## src/rtl/perceptron_trainer_pkg.sv

```systemverilog
// rtl/perceptron_trainer_pkg.sv - shared types and widths for the perceptron training sequencer
package perceptron_trainer_pkg;

    localparam int IN1_W   = 4;
    localparam int IN2_W   = 4;
    localparam int IN3_W   = 7;
    localparam int IDX_W   = 4;   // sample index, up to 16 samples
    localparam int CNT_W   = 5;   // sample count, 0..16
    localparam int EPOCH_W = 8;
    localparam int ERR_W   = 5;

    typedef enum logic [2:0] {
        ST_IDLE,
        ST_PRESENT,
        ST_CHECK,
        ST_EPOCH_END,
        ST_DONE
    } trainer_state_t;

    typedef struct packed {
        logic [IN1_W-1:0] in1;
        logic [IN2_W-1:0] in2;
        logic [IN3_W-1:0] in3;
        logic             desired;
    } trainer_sample_t;

    // Address width for a memory of the given depth; never narrower than one bit.
    function automatic int mem_addr_w(input int depth);
        return (depth > 1) ? $clog2(depth) : 1;
    endfunction

endpackage

```

## src/rtl/trainer_sample_mem.sv

```systemverilog
// rtl/trainer_sample_mem.sv - sample register file, one write port, one asynchronous read port
module trainer_sample_mem
    import perceptron_trainer_pkg::*;
#(
    parameter int DEPTH = 8,
    parameter int AW    = mem_addr_w(DEPTH)
) (
    input  logic            clk,
    input  logic            we,
    input  logic [AW-1:0]   waddr,
    input  trainer_sample_t wdata,
    input  logic [AW-1:0]   raddr,
    output trainer_sample_t rdata
);

    // Sized to a power of two so every address value selects a real entry.
    trainer_sample_t mem_q [0:(1<<AW)-1];

    // Write port; contents are don't-care after reset, so no reset is applied.
    always_ff @(posedge clk) begin
        if (we) begin
            mem_q[waddr] <= wdata;
        end
    end

    assign rdata = mem_q[raddr];

endmodule

```

## src/rtl/perceptron_trainer.sv

```systemverilog
// rtl/perceptron_trainer.sv - training sequencer feeding labelled samples to a perceptron; TRAINER_STATS_EN adds run statistics
module perceptron_trainer
    import perceptron_trainer_pkg::*;
#(
    parameter int NUM_SAMPLES   = 8,
    parameter int MAX_EPOCHS    = 64,
    parameter int SETTLE_CYCLES = 2
) (
    input  logic               clk,
    input  logic               reset,
    input  logic               load_valid,
    output logic               load_ready,
    input  logic [IN1_W-1:0]   load_in1,
    input  logic [IN2_W-1:0]   load_in2,
    input  logic [IN3_W-1:0]   load_in3,
    input  logic               load_desired,
    input  logic               clear_samples,
    input  logic               start,
    output logic [IN1_W-1:0]   in1,
    output logic [IN2_W-1:0]   in2,
    output logic [IN3_W-1:0]   in3,
    output logic               desired_out,
    input  logic               perc_out,
    output logic               busy,
    output logic               done,
    output logic               converged,
    output logic [EPOCH_W-1:0] epoch_count,
    output logic [ERR_W-1:0]   error_count
`ifdef TRAINER_STATS_EN
    ,
    output logic [15:0]        total_errors,
    output logic [ERR_W-1:0]   last_epoch_errors
`endif
);

    localparam int                 ADDR_W        = mem_addr_w(NUM_SAMPLES);
    localparam int                 HOLD_W        = $clog2(SETTLE_CYCLES);
    localparam logic [CNT_W-1:0]   NUM_SAMPLES_C = CNT_W'(NUM_SAMPLES);
    localparam logic [EPOCH_W-1:0] MAX_EPOCHS_C  = EPOCH_W'(MAX_EPOCHS);
    localparam logic [HOLD_W-1:0]  HOLD_LAST_C   = HOLD_W'(SETTLE_CYCLES - 1);
    localparam logic [ERR_W-1:0]   ERR_MAX_C     = '1;

    trainer_state_t     state_q;
    logic [CNT_W-1:0]   sample_count_q;
    logic [IDX_W-1:0]   idx_q;
    logic [HOLD_W-1:0]  hold_q;
    trainer_sample_t    sample_q;
    logic               busy_q;
    logic               done_q;
    logic               converged_q;
    logic [EPOCH_W-1:0] epoch_q;
    logic [ERR_W-1:0]   err_q;
`ifdef TRAINER_STATS_EN
    logic [15:0]        total_q;
    logic [ERR_W-1:0]   last_err_q;
`endif

    logic               idle_or_done;
    logic               mem_we;
    logic               start_fire;
    logic               mismatch;
    logic               last_sample;
    logic [EPOCH_W-1:0] epoch_next;
    logic [ADDR_W-1:0]  rd_addr;
    trainer_sample_t    wr_sample;
    trainer_sample_t    rd_sample;

    assign idle_or_done = (state_q == ST_IDLE) || (state_q == ST_DONE);
    assign load_ready   = idle_or_done && (sample_count_q < NUM_SAMPLES_C);
    // A clear in the same cycle drops the load and blocks a start, so a run never sees an empty memory.
    assign mem_we       = load_valid && load_ready && !clear_samples;
    assign start_fire   = idle_or_done && start && !clear_samples && (sample_count_q != '0);
    assign mismatch     = (perc_out != sample_q.desired);
    assign last_sample  = ({1'b0, idx_q} == (sample_count_q - CNT_W'(1)));
    assign epoch_next   = epoch_q + EPOCH_W'(1);
    // Read address is the sample about to be presented: the next one from CHECK, otherwise sample 0.
    assign rd_addr      = (state_q == ST_CHECK) ? (idx_q[ADDR_W-1:0] + ADDR_W'(1)) : '0;
    assign wr_sample    = '{in1: load_in1, in2: load_in2, in3: load_in3, desired: load_desired};

    trainer_sample_mem #(
        .DEPTH (NUM_SAMPLES),
        .AW    (ADDR_W)
    ) u_mem (
        .clk   (clk),
        .we    (mem_we),
        .waddr (sample_count_q[ADDR_W-1:0]),
        .wdata (wr_sample),
        .raddr (rd_addr),
        .rdata (rd_sample)
    );

    // Training FSM with sample loading, presentation, checking and epoch accounting.
    always_ff @(posedge clk or negedge reset) begin
        if (!reset) begin
            state_q        <= ST_IDLE;
            sample_count_q <= '0;
            idx_q          <= '0;
            hold_q         <= '0;
            sample_q       <= '0;
            busy_q         <= 1'b0;
            done_q         <= 1'b0;
            converged_q    <= 1'b0;
            epoch_q        <= '0;
            err_q          <= '0;
`ifdef TRAINER_STATS_EN
            total_q        <= '0;
            last_err_q     <= '0;
`endif
        end else begin
            unique case (state_q)
                ST_IDLE, ST_DONE: begin
                    if (clear_samples) begin
                        sample_count_q <= '0;
                    end else if (mem_we) begin
                        sample_count_q <= sample_count_q + CNT_W'(1);
                    end
                    if (start_fire) begin
                        state_q     <= ST_PRESENT;
                        idx_q       <= '0;
                        hold_q      <= '0;
                        sample_q    <= rd_sample;
                        busy_q      <= 1'b1;
                        done_q      <= 1'b0;
                        converged_q <= 1'b0;
                        epoch_q     <= '0;
                        err_q       <= '0;
`ifdef TRAINER_STATS_EN
                        total_q     <= '0;
`endif
                    end
                end
                ST_PRESENT: begin
                    if (hold_q == HOLD_LAST_C) begin
                        state_q <= ST_CHECK;
                    end else begin
                        hold_q <= hold_q + HOLD_W'(1);
                    end
                end
                ST_CHECK: begin
                    if (mismatch) begin
                        if (err_q != ERR_MAX_C) begin
                            err_q <= err_q + ERR_W'(1);
                        end
`ifdef TRAINER_STATS_EN
                        if (total_q != 16'hFFFF) begin
                            total_q <= total_q + 16'd1;
                        end
`endif
                    end
                    if (last_sample) begin
                        state_q <= ST_EPOCH_END;
                    end else begin
                        idx_q    <= idx_q + IDX_W'(1);
                        hold_q   <= '0;
                        sample_q <= rd_sample;
                        state_q  <= ST_PRESENT;
                    end
                end
                ST_EPOCH_END: begin
`ifdef TRAINER_STATS_EN
                    last_err_q <= err_q;
`endif
                    if (err_q == '0) begin
                        state_q     <= ST_DONE;
                        busy_q      <= 1'b0;
                        done_q      <= 1'b1;
                        converged_q <= 1'b1;
                    end else begin
                        epoch_q <= epoch_next;
                        if (epoch_next == MAX_EPOCHS_C) begin
                            state_q     <= ST_DONE;
                            busy_q      <= 1'b0;
                            done_q      <= 1'b1;
                            converged_q <= 1'b0;
                        end else begin
                            err_q    <= '0;
                            idx_q    <= '0;
                            hold_q   <= '0;
                            sample_q <= rd_sample;
                            state_q  <= ST_PRESENT;
                        end
                    end
                end
                default: state_q <= ST_IDLE;
            endcase
        end
    end

    assign in1         = sample_q.in1;
    assign in2         = sample_q.in2;
    assign in3         = sample_q.in3;
    assign desired_out = sample_q.desired;
    assign busy        = busy_q;
    assign done        = done_q;
    assign converged   = converged_q;
    assign epoch_count = epoch_q;
    assign error_count = err_q;
`ifdef TRAINER_STATS_EN
    assign total_errors      = total_q;
    assign last_epoch_errors = last_err_q;
`endif

endmodule

```

## config.mk

```make
export PLATFORM = sky130hd
export DESIGN_NAME = perceptron_trainer
export DESIGN_NICKNAME = d
export VERILOG_FILES = /design/src/rtl/perceptron_trainer_pkg.sv /design/src/rtl/trainer_sample_mem.sv /design/src/rtl/perceptron_trainer.sv
export SDC_FILE = /design/constraint.sdc
export NUM_CORES = 1
export LEC_CHECK = 0
export ABC_AREA = 1
export CORE_ASPECT_RATIO = 0.7
export CORE_MARGIN = 1
export CORE_UTILIZATION = 60
export DETAILED_ROUTE_END_ITERATION = 6
export PLACE_DENSITY = 0.86
export SYNTH_ARGS = -nofsm -noshare
export SYNTH_HDL_FRONTEND = slang
export SYNTH_SLANG_ARGS = --single-unit
```

## constraint.sdc

```tcl
create_clock -name clk -period 5.3 [get_ports clk]
set_input_delay 1.59 -clock clk [delete_from_list [all_inputs] [get_ports clk]]
set_output_delay 1.59 -clock clk [all_outputs]
set_load 0.1 [all_outputs]
```

# Word-level counts from Yosys, hierarchy flattened
# Memories as Yosys holds them, arrays and structs flattened.
# Index checks and enable logic that the tools add are counted.
# word_totals
register_bits	45
latchBits	0
ramBits	128
romBits	0
inputBits	22
output_inout_bits	33
word_cells	106
memories	1
# classes
n_addsub	7
mul	0
n_div	0
n_lt_le_gt_ge	1
eq_ne	16
n_shift	0
muxes	45
bitwise	0
n_reduce_logical	23
# mem_list
name	words	width	read_ports	rd_clocked_by_memory_dff	wr	line	rtl
u_mem.mem_q	8	16	1	0	1	trainer_sample_mem.sv:17	trainer_sample_t mem_q [0:(1<<AW)-1];
# op_table
op	count
$mux W16	4
$pmux W16 S3	1
$mux W5	7
$mux W4	4
$mux W8	2
$pmux W8 S2	1
$mux W3	5
$pmux W5 S3	1
$mux W1	13
$ne A2 B2 Y1 const B	6
$pmux W3 S4	1
$pmux W4 S3	1
$add A5 B1 Y5 const B	2
$reduce_and A5 Y1	2
$add A8 B1 Y8 const B	1
$eq A8 B7 Y1 const B	1
$eq A3 B2 Y1 const B	2
$logic_and A1 B1 Y1	6
$pmux W1 S2	3
$reduce_and A3 Y1	2
$reduce_and A6 Y1	1
$eq A4 B5 Y1	1
$logic_not A5 Y1	1
$lt A5 B4 Y1 const B	1
other kinds (21)	23

# Depth between registers and ports, before layout
# Gate-level depths: netlist of the first run.
# depth
word_depth	7
ltp_mapped	13
ltp_nobuf	12

# By module
# From an unflattened synthesis of the first run, not the netlist that was laid out.
# unflattened
hier_cells	890
hier_area_um2	8087.8
# modules_own_cells
module	n_inst	cells_per_inst	area_per_inst_um2	seq_area_each_um2
trainer_sample_mem	1	571	5669.2	3843.7
perceptron_trainer	1	319	2418.6	1126.1

# Least setup slack after synthesis of the first run
# No wires, ideal clock.
# synth_timing
kind	register -> register
startpoint	reg state_q[0]
endpoint	mem u_mem.mem_q[4][0] (netlist name), enable pin
setup_ps	409
arrival_ps	3180
required_time_ps	4891
path_slack_ps	1711
path_stages_with_launch	8
n_path_buf	0
synth_period_minus_slack_ps	3589
path_cell_list	dfrtp_1 -> nor2_1 -> inv_1 -> nor3_4 -> nand2_1 -> nor2_1 -> nand2_1 -> nor3_1
# synth_via
elab_chain_len	7
word_cells_on_any_way	8
classes_between	1 x eq/ne; 2 x mux; 5 x reduce/logical
# synth_rtl
item	line	rtl
start, declared	perceptron_trainer.sv:43	trainer_state_t state_q;
start signal, assigned	perceptron_trainer.sv:95	state_q <= ST_IDLE;
start signal, assigned	perceptron_trainer.sv:118	state_q <= ST_PRESENT;
start signal, assigned	perceptron_trainer.sv:134	state_q <= ST_CHECK;
$eq A3 B3 Y1 or $logic_not A3 Y1 (tied branches)	perceptron_trainer.sv:68	assign idle_or_done = (state_q == ST_IDLE) || (state_q == ST_DONE);
$logic_or A1 B1 Y1 (*)	perceptron_trainer.sv:68	
$logic_and A1 B1 Y1 (*)	perceptron_trainer.sv:69	assign load_ready = idle_or_done && (sample_count_q < NUM_SAMPLES_C);
via load_ready	perceptron_trainer.sv:12	output logic load_ready,
$logic_and A1 B1 Y1 (*) (2 in series)	perceptron_trainer.sv:71	assign mem_we = load_valid && load_ready && !clear_samples;
$mux W1 (*)	trainer_sample_mem.sv:21	if (we) begin
$mux W1 (not written as such) (*)	trainer_sample_mem.sv:22	mem_q[waddr] <= wdata;
end, declared	trainer_sample_mem.sv:17	
# Mark *: on every way through the listed nets, which the timed path passes. The rest lies on a longest branch.

# Worst setup path after layout of the first run
# layout_timing
startpoint	reg state_q[0]
endpoint	out load_ready
# layout_via
elab_chain_len	3
word_cells_on_any_way	4
classes_between	1 x eq/ne; 3 x reduce/logical
# layout_rtl
item	line
$eq A3 B3 Y1 or $logic_not A3 Y1 (tied branches)	perceptron_trainer.sv:68
$logic_or A1 B1 Y1 (*)	perceptron_trainer.sv:68
$logic_and A1 B1 Y1 (*)	perceptron_trainer.sv:69
end, declared	perceptron_trainer.sv:12
# Every way passes the cells marked *; elsewhere a longest branch is shown, timed or not.

==> impl_metrics.csv, run 1 <==
group,metric,value,unit
setup_path,cp_data_required_time,3.71,ns
pwr,p_leak,4.018,nW
timing,tightest_slew,1.025,ns
synth,yosys.area.top_type,"edfxtp_1",
detailed_routing,drtPass1Iterations,6,
clocking,clkSinkCount,173,
setup_path,crit_fanout,6,
status,outcome,"complete, no violations",
pwr,power.density,526.8,nW/um^2
cells_and_area,area_delta_synth_final,15.78,%
clocking,post_cts_buffers,0,
placed_design,port_buffers,54,
clocking,insertion_delay,0.43,ns
synth,ys_seq_area_share,62.05,%
synth,synthArstFlopShare,26.01,%
synth,synthTopCellsByArea,"edfxtp_1, dfrtp_1, nand2_1",
clocking,clock_path_buffers,2,
global_routing,grt.overflow.total,0,
clocking,cts_tree,"done",
cells_and_area,antennaDiodeCount,0,
detailed_routing,drcViolationCount,0,
clocking,h-tree-depth,4,
global_routing,grt_max_degree,55,
global_routing,antenna_found_initial,0,
setup_path,worstSetupStartpointType,"flop",
placed_design,hpwlAfterDp,12480,um
synth,ys_types,33,
detailed_routing,drtIter0Drc,973,
cells_and_area,drive_gt1_share,10.84,%
cells_and_area,final_core_util,72.90,%
synth,synthFlopType,"edfxtp_1",
floorplanning,die-area,13820,um^2
synth,synth-seq-cells,173,
setup_path,cp.arrival,2.71,ns
timing,finalSetupViolCount,0,
clocking,postCtsHoldBufs,0,
synth,yosys.area.top_type_share,47.99,%
timing,fin_crit,4.301,ns
detailed_routing,via_count,6254,
detailed_routing,wirelength,19620,um
synth,synth_nets,840,
synth,ys_warn_count,0,
floorplanning,floorplan.rows,34,
timing,final_hold_viol_count,0,
global_routing,grt_pass1_vias,5993,
timing,tns,0,ns
cells_and_area,nNetsFinal,892,
clocking,numCtsBuffers,17,
setup_path,endpoint_kind,"output port",
timing,rsz0062_at_grt,"no",
pwr,power,4.885,mW
floorplanning,core_area,12720,um^2
placed_design,routabilityCongestion,0.9189,
timing,fin_crit_sh,81.15,%
global_routing,track_usage,29.99,%
pwr,peakVddDrop,318.1,uV
synth,syn_inst,811,
clocking,cts_root_buf,"clkbuf_16",
placed_design,place_ws,1.400,ns
timing,clock_skew,0.01089,ns
timing,max_freq,0.2325,GHz
synth,synth_area_per_cell,9.875,um^2
synth,syn_area,8009,um^2
floorplanning,initial_utilization,62.96,%
hold_path,min_path_type,"flop to flop",
detailed_routing,ant_nets,0,
floorplanning,die_y,98.67,um
timing,maxSlewHeadroom,31.68,%
synth,synth_edf_count,128,
run,maxCapViolCount,0,
detailed_routing,routedWlPerCell,18.91,um
detailed_routing,vias_per_cell,6.025,
global_routing,grt_pass1_wl,31190,um
clocking,cts_resized,0,
clocking,cts.clk_slew.worst_paths,0.07,ns
floorplanning,ios,55,
setup_path,critPathKind,"flop to output port",
timing,slew_violations,0,
floorplanning,die_w,140.1,um
timing,setup_ws,0.9992,ns
-- per-stage QoR --
step	instances	hold slack [ns]	cell area (um^2)
finish	1038	0.4728	9273
global route	1038	0.4893	9273
CTS	1038	0.4750	9273
detailed placement	1006	0.4593	8687
global placement	1006	0.4550	8687
floorplan	811	0.4525	8009
-- path summary, 6_finish.rpt --
kind	depth (start not counted)	slack [ns]	to	startpoint
min reg2reg	2	0.47	converged	converged
min in group asynchronous	1	1.34	epoch_count[6]	reset
max in group asynchronous	1	3.32	in1[2]	reset
max reg2reg	12	1.72	in3[0]	idx_q[0]
max	4	1.0	load_ready	state_q[0]
min	2	0.47	converged	converged
-- per-layer routing --
metal	wire, um	track usage [%]	up-vias
met5	0	0	-
met1	8002	42.31	2975
met3	2264	6.706	54
met4	552	11.67	0
met2	8804	45.96	415
li1	-	-	2810
-- power by group --
part           total, mW  switching, mW  internal, mW
Sequential          1.71         0.0962          1.61
Combinational       1.94           1.47         0.468
Clock               1.24          0.525         0.714
Total               4.88           2.09          2.79
-- sequential cells by signal (all words and copies together) (netlist names), 3 cells and up --
register	cells
u_mem.mem_q	128
epoch_count	8
in3	7
error_count	5
sample_count_q	5
idx_q	4
in1	4
in2	4
state_q	3
-- critical path, cell delays in order, from the launching register on --
cell and delay [ns]:
dfrtp_1 0.45, nor2_1 0.26, inv_1 0.20, nor3_4 0.20
clkdlybuf4s50_1 1.17
-- cell usage in the layout (no fill, tap or decap), drive strengths merged --
cell type      Yosys  routed
nor3b              1       1
clkdlybuf4s50      0      53
o31ai              1       1
o21ai             11      11
a21oi             10      10
dfrtp             45      45
nand3b            33      33
inv               92      96
nand3             84      84
nand2            253     253
bufinv             0       2
clkinvlp           0       3
ha                 7       7
o21bai             2       2
nor3               7       7
nand4             13      13
or2               32      32
clkinv             1       3
and2               1       1
clkbuf            13      21
buf               22      15
o22ai              5       5
o2111ai           16      16
edfxtp           128     128
nor2              34      34
-- cells in the mapped netlist, types with 7 or more instances --
master	instances
nand4_1	12
nand2_1	249
nand3b_1	33
edfxtp_1	128
nand3_1	84
ha_1	7
or2_2	32
o2111ai_1	16
inv_1	88
buf_2	15
a21oi_1	9
dfrtp_1	45
nor2_1	31
o21ai_0	10
clkbuf_1	13
-- logic make-up (layout without fill, tap and decap cells) --
| kind of cell | count (synthesis) | in the layout | share of synthesized area [%] |
|---|---|---|---|
| AO/OA/AOI/OAI | 45 | 45 | 3.827 |
| flip-flops | 173 | 173 | 62.05 |
| buffers and inverters | 128 | 193 | 6.608 |
| AND/OR/NAND/NOR | 458 | 458 | 26.42 |
| adder cells (fa/ha/maj) | 7 | 7 | 1.094 |
-- final cells by class --
cell class / instances / area, um^2
fillers: 823 / 3447
flip-flops and latches: 173 / 4970
repair buffers: 68 / 640.6
clock buffers: 21 / 450.4
well taps: 162 / 202.7
clock inverters: 11 / 135.1
inverters: 93 / 349.1
multi-input cells: 510 / 2525
(Power assumes the default switching activity.)
==> inputs of run 2 (changes only) <==
--- a/config.mk
+++ b/config.mk
@@ -8,9 +8,9 @@
 export ABC_AREA = 1
 export CORE_ASPECT_RATIO = 0.7
 export CORE_MARGIN = 1
-export CORE_UTILIZATION = 60
+export CORE_UTILIZATION = 59
 export DETAILED_ROUTE_END_ITERATION = 6
-export PLACE_DENSITY = 0.86
+export PLACE_DENSITY = 0.85
 export SYNTH_ARGS = -nofsm -noshare
 export SYNTH_HDL_FRONTEND = slang
 export SYNTH_SLANG_ARGS = --single-unit
==> constraint.sdc (replaced) <==
create_clock -name clk -period 4.2 [get_ports clk]
set_input_delay 1.26 -clock clk [delete_from_list [all_inputs] [get_ports clk]]
set_output_delay 1.26 -clock clk [all_outputs]
set_load 0.1 [all_outputs]
==> run 2 against run 1 <==
Critical path depth is 3 lower; non-clock buffer count did not move; hold slack lost 0.00064 ns; worst setup slack lost 0.16 ns; combinational power rose by 24%; sequential cell count stayed put; critical endpoint is now epoch_count[2]; largest cell class unchanged; highest routed layer unchanged.
==> impl_metrics.csv, run 2 (synthesis gave the netlist of run 1 again) <==
group,metric,value,unit
status,outcome,"complete, no violations",
timing,tns,0,ns
pwr,peakVddDrop,326.3,uV
setup_path,r2r_end,"in3[6]",
placed_design,placedInstanceArea,8713,um^2
pwr,power.density,646.3,nW/um^2
clocking,cts_tree,"done",
setup_path,critPathTopFamily,"buffers and inverters",
timing,finalSetupViolCount,0,
timing,fin_crit,3.365,ns
pwr,p_leak,4.006,nW
cells_and_area,nNetsFinal,892,
global_routing,antenna_found_initial,0,
global_routing,track_usage,27.48,%
floorplanning,initial_utilization,60.76,%
detailed_routing,via_count,5927,
timing,max_freq,0.2972,GHz
timing,fin_crit_sh,80.12,%
timing,rsz0062_at_grt,"no",
cells_and_area,drive_gt1_share,10.96,%
timing,maxSlewHeadroom,31.86,%
setup_path,cp.arrival,2.11,ns
floorplanning,core_area,13180,um^2
global_routing,grt_pass1_wl,28490,um
clocking,post_cts_buffers,0,
floorplanning,die-area,14050,um^2
detailed_routing,routedWlPerCell,17.14,um
setup_path,r2r_cells,12,
cells_and_area,antennaDiodeCount,0,
clocking,cts.clk_slew.worst_paths,0.07,ns
detailed_routing,ant_nets,0,
hold_path,min_path_type,"flop to flop",
setup_path,path_buf_inv,1,
placed_design,port_buffers,54,
setup_path,crit_fanout,9,
timing,slew_violations,0,
floorplanning,floorplan.rows,35,
detailed_routing,vias_per_cell,5.586,
timing,hold_ws,0.4722,ns
setup_path,ff2ff_setup_slack,1.11,ns
setup_path,path_cells,"clkdlybuf4s50_1",
setup_path,rr_startpoint,"state_q[2]",
floorplanning,die_y,99.48,um
cells_and_area,most-common-layout-cells,"nand2_1, edfxtp_1, inv_1",
detailed_routing,wirelength,18190,um
hold_path,min_from,"busy",
setup_path,worstSetupStartpointType,"flop",
floorplanning,die_w,141.3,um
setup_path,cp_data_required_time,2.94,ns
setup_path,max_stage_delay,1.19,ns
floorplanning,ios,55,
clocking,insertion_delay,0.43,ns
clocking,postCtsHoldBufs,0,
hold_path,min_path_cells,2,
setup_path,slowest_stage,"clkdlybuf4s50_1",
timing,clock_skew,0.008859,ns
cells_and_area,largest_register_ffs,128,
cells_and_area,final_common_cell,"nand2_1",
detailed_routing,drcViolationCount,0,
clocking,clock_path_buffers,2,
timing,final_hold_viol_count,0,
clocking,cts_root_buf,"clkbuf_16",
cells_and_area,regMostFlops,"u_mem.mem_q",
cells_and_area,area_delta_synth_final,15.45,%
clocking,h-tree-depth,4,
global_routing,grt.overflow.total,0,
timing,tightest_slew,1.022,ns
run,maxCapViolCount,0,
placed_design,hpwlAfterDp,11120,um
pwr,power,5.976,mW
placed_design,place_ws,0.6094,ns
detailed_routing,drtPass1Iterations,5,
global_routing,grt_pass1_vias,5567,
cells_and_area,final_area,9246,um^2
clocking,clkSinkCount,173,
placed_design,routabilityCongestion,0.8403,
clocking,cts_resized,0,
timing,setup_ws,0.8350,ns
detailed_routing,drtIter0Drc,696,
setup_path,endpoint_kind,"output port",
global_routing,grt_max_degree,50,
setup_path,critPathKind,"flop to output port",
hold_path,min_to,"busy",
clocking,numCtsBuffers,17,
[run 2: cell count changes in the layout (fill, tap and decap cells not counted), moves of 2 or more]
cell	delta
clkinvlp_4	-2
inv_6	-2
inv_4	+4
clkinv_4	+2
bufinv_16	-2
clkbuf_4	+2
[run 2: stage by stage]
stage / instances / utilization [%]
floorplan: 811 / -
global placement: 1029 / 66.10
detailed placement: 1029 / 66.10
CTS: 1061 / 70.15
global route: 1061 / 70.15
finish: 1061 / 70.15
[run 2: worst min-delay path, delay by kind of cell (launching register included)]
kind | cells | cell delay, ns
DFF | 1 | 0.34
and+or+nand+nor | 2 | 0.10
[run 2: final cells by class]
class                   instances  area, um^2
repair buffers                 68       638.1
well taps                     185       231.5
fillers                       906        3935
flip-flops and latches        173        4970
inverters                      93       349.1
clock buffers                  21       447.9
multi-input cells             510        2525
clock inverters                11       85.08
[run 2: power breakdown]
group / internal (mW) / switching, mW
clock: 0.777 / 0.651
combinational: 0.592 / 1.80
sequential: 2.03 / 0.119
total: 3.40 / 2.57
[run 2: layer usage]
metal,wire (um),vias to the layer above,track usage [%]
met5,0,-,0
met4,256,0,9.866
li1,-,2820,-
met1,7692,2756,38.71
met3,1999,29,7.029
met2,8242,322,41.77
[run 2: worst max path at each step]
stage	start	to	slack (ns)	cells after the start
5_1_grt	epoch_count[2]	epoch_count[2]	0.77	1
2_1_floorplan	state_q[0]	u_mem.mem_q[6][0]	0.61	7
3_3_place_gp	start	in2[3]	0.74	11
3_5_place_dp	start	idx_q[1]	0.61	11
4_1_cts	epoch_count[2]	epoch_count[2]	0.82	1
6_report	epoch_count[2]	epoch_count[2]	0.83	1
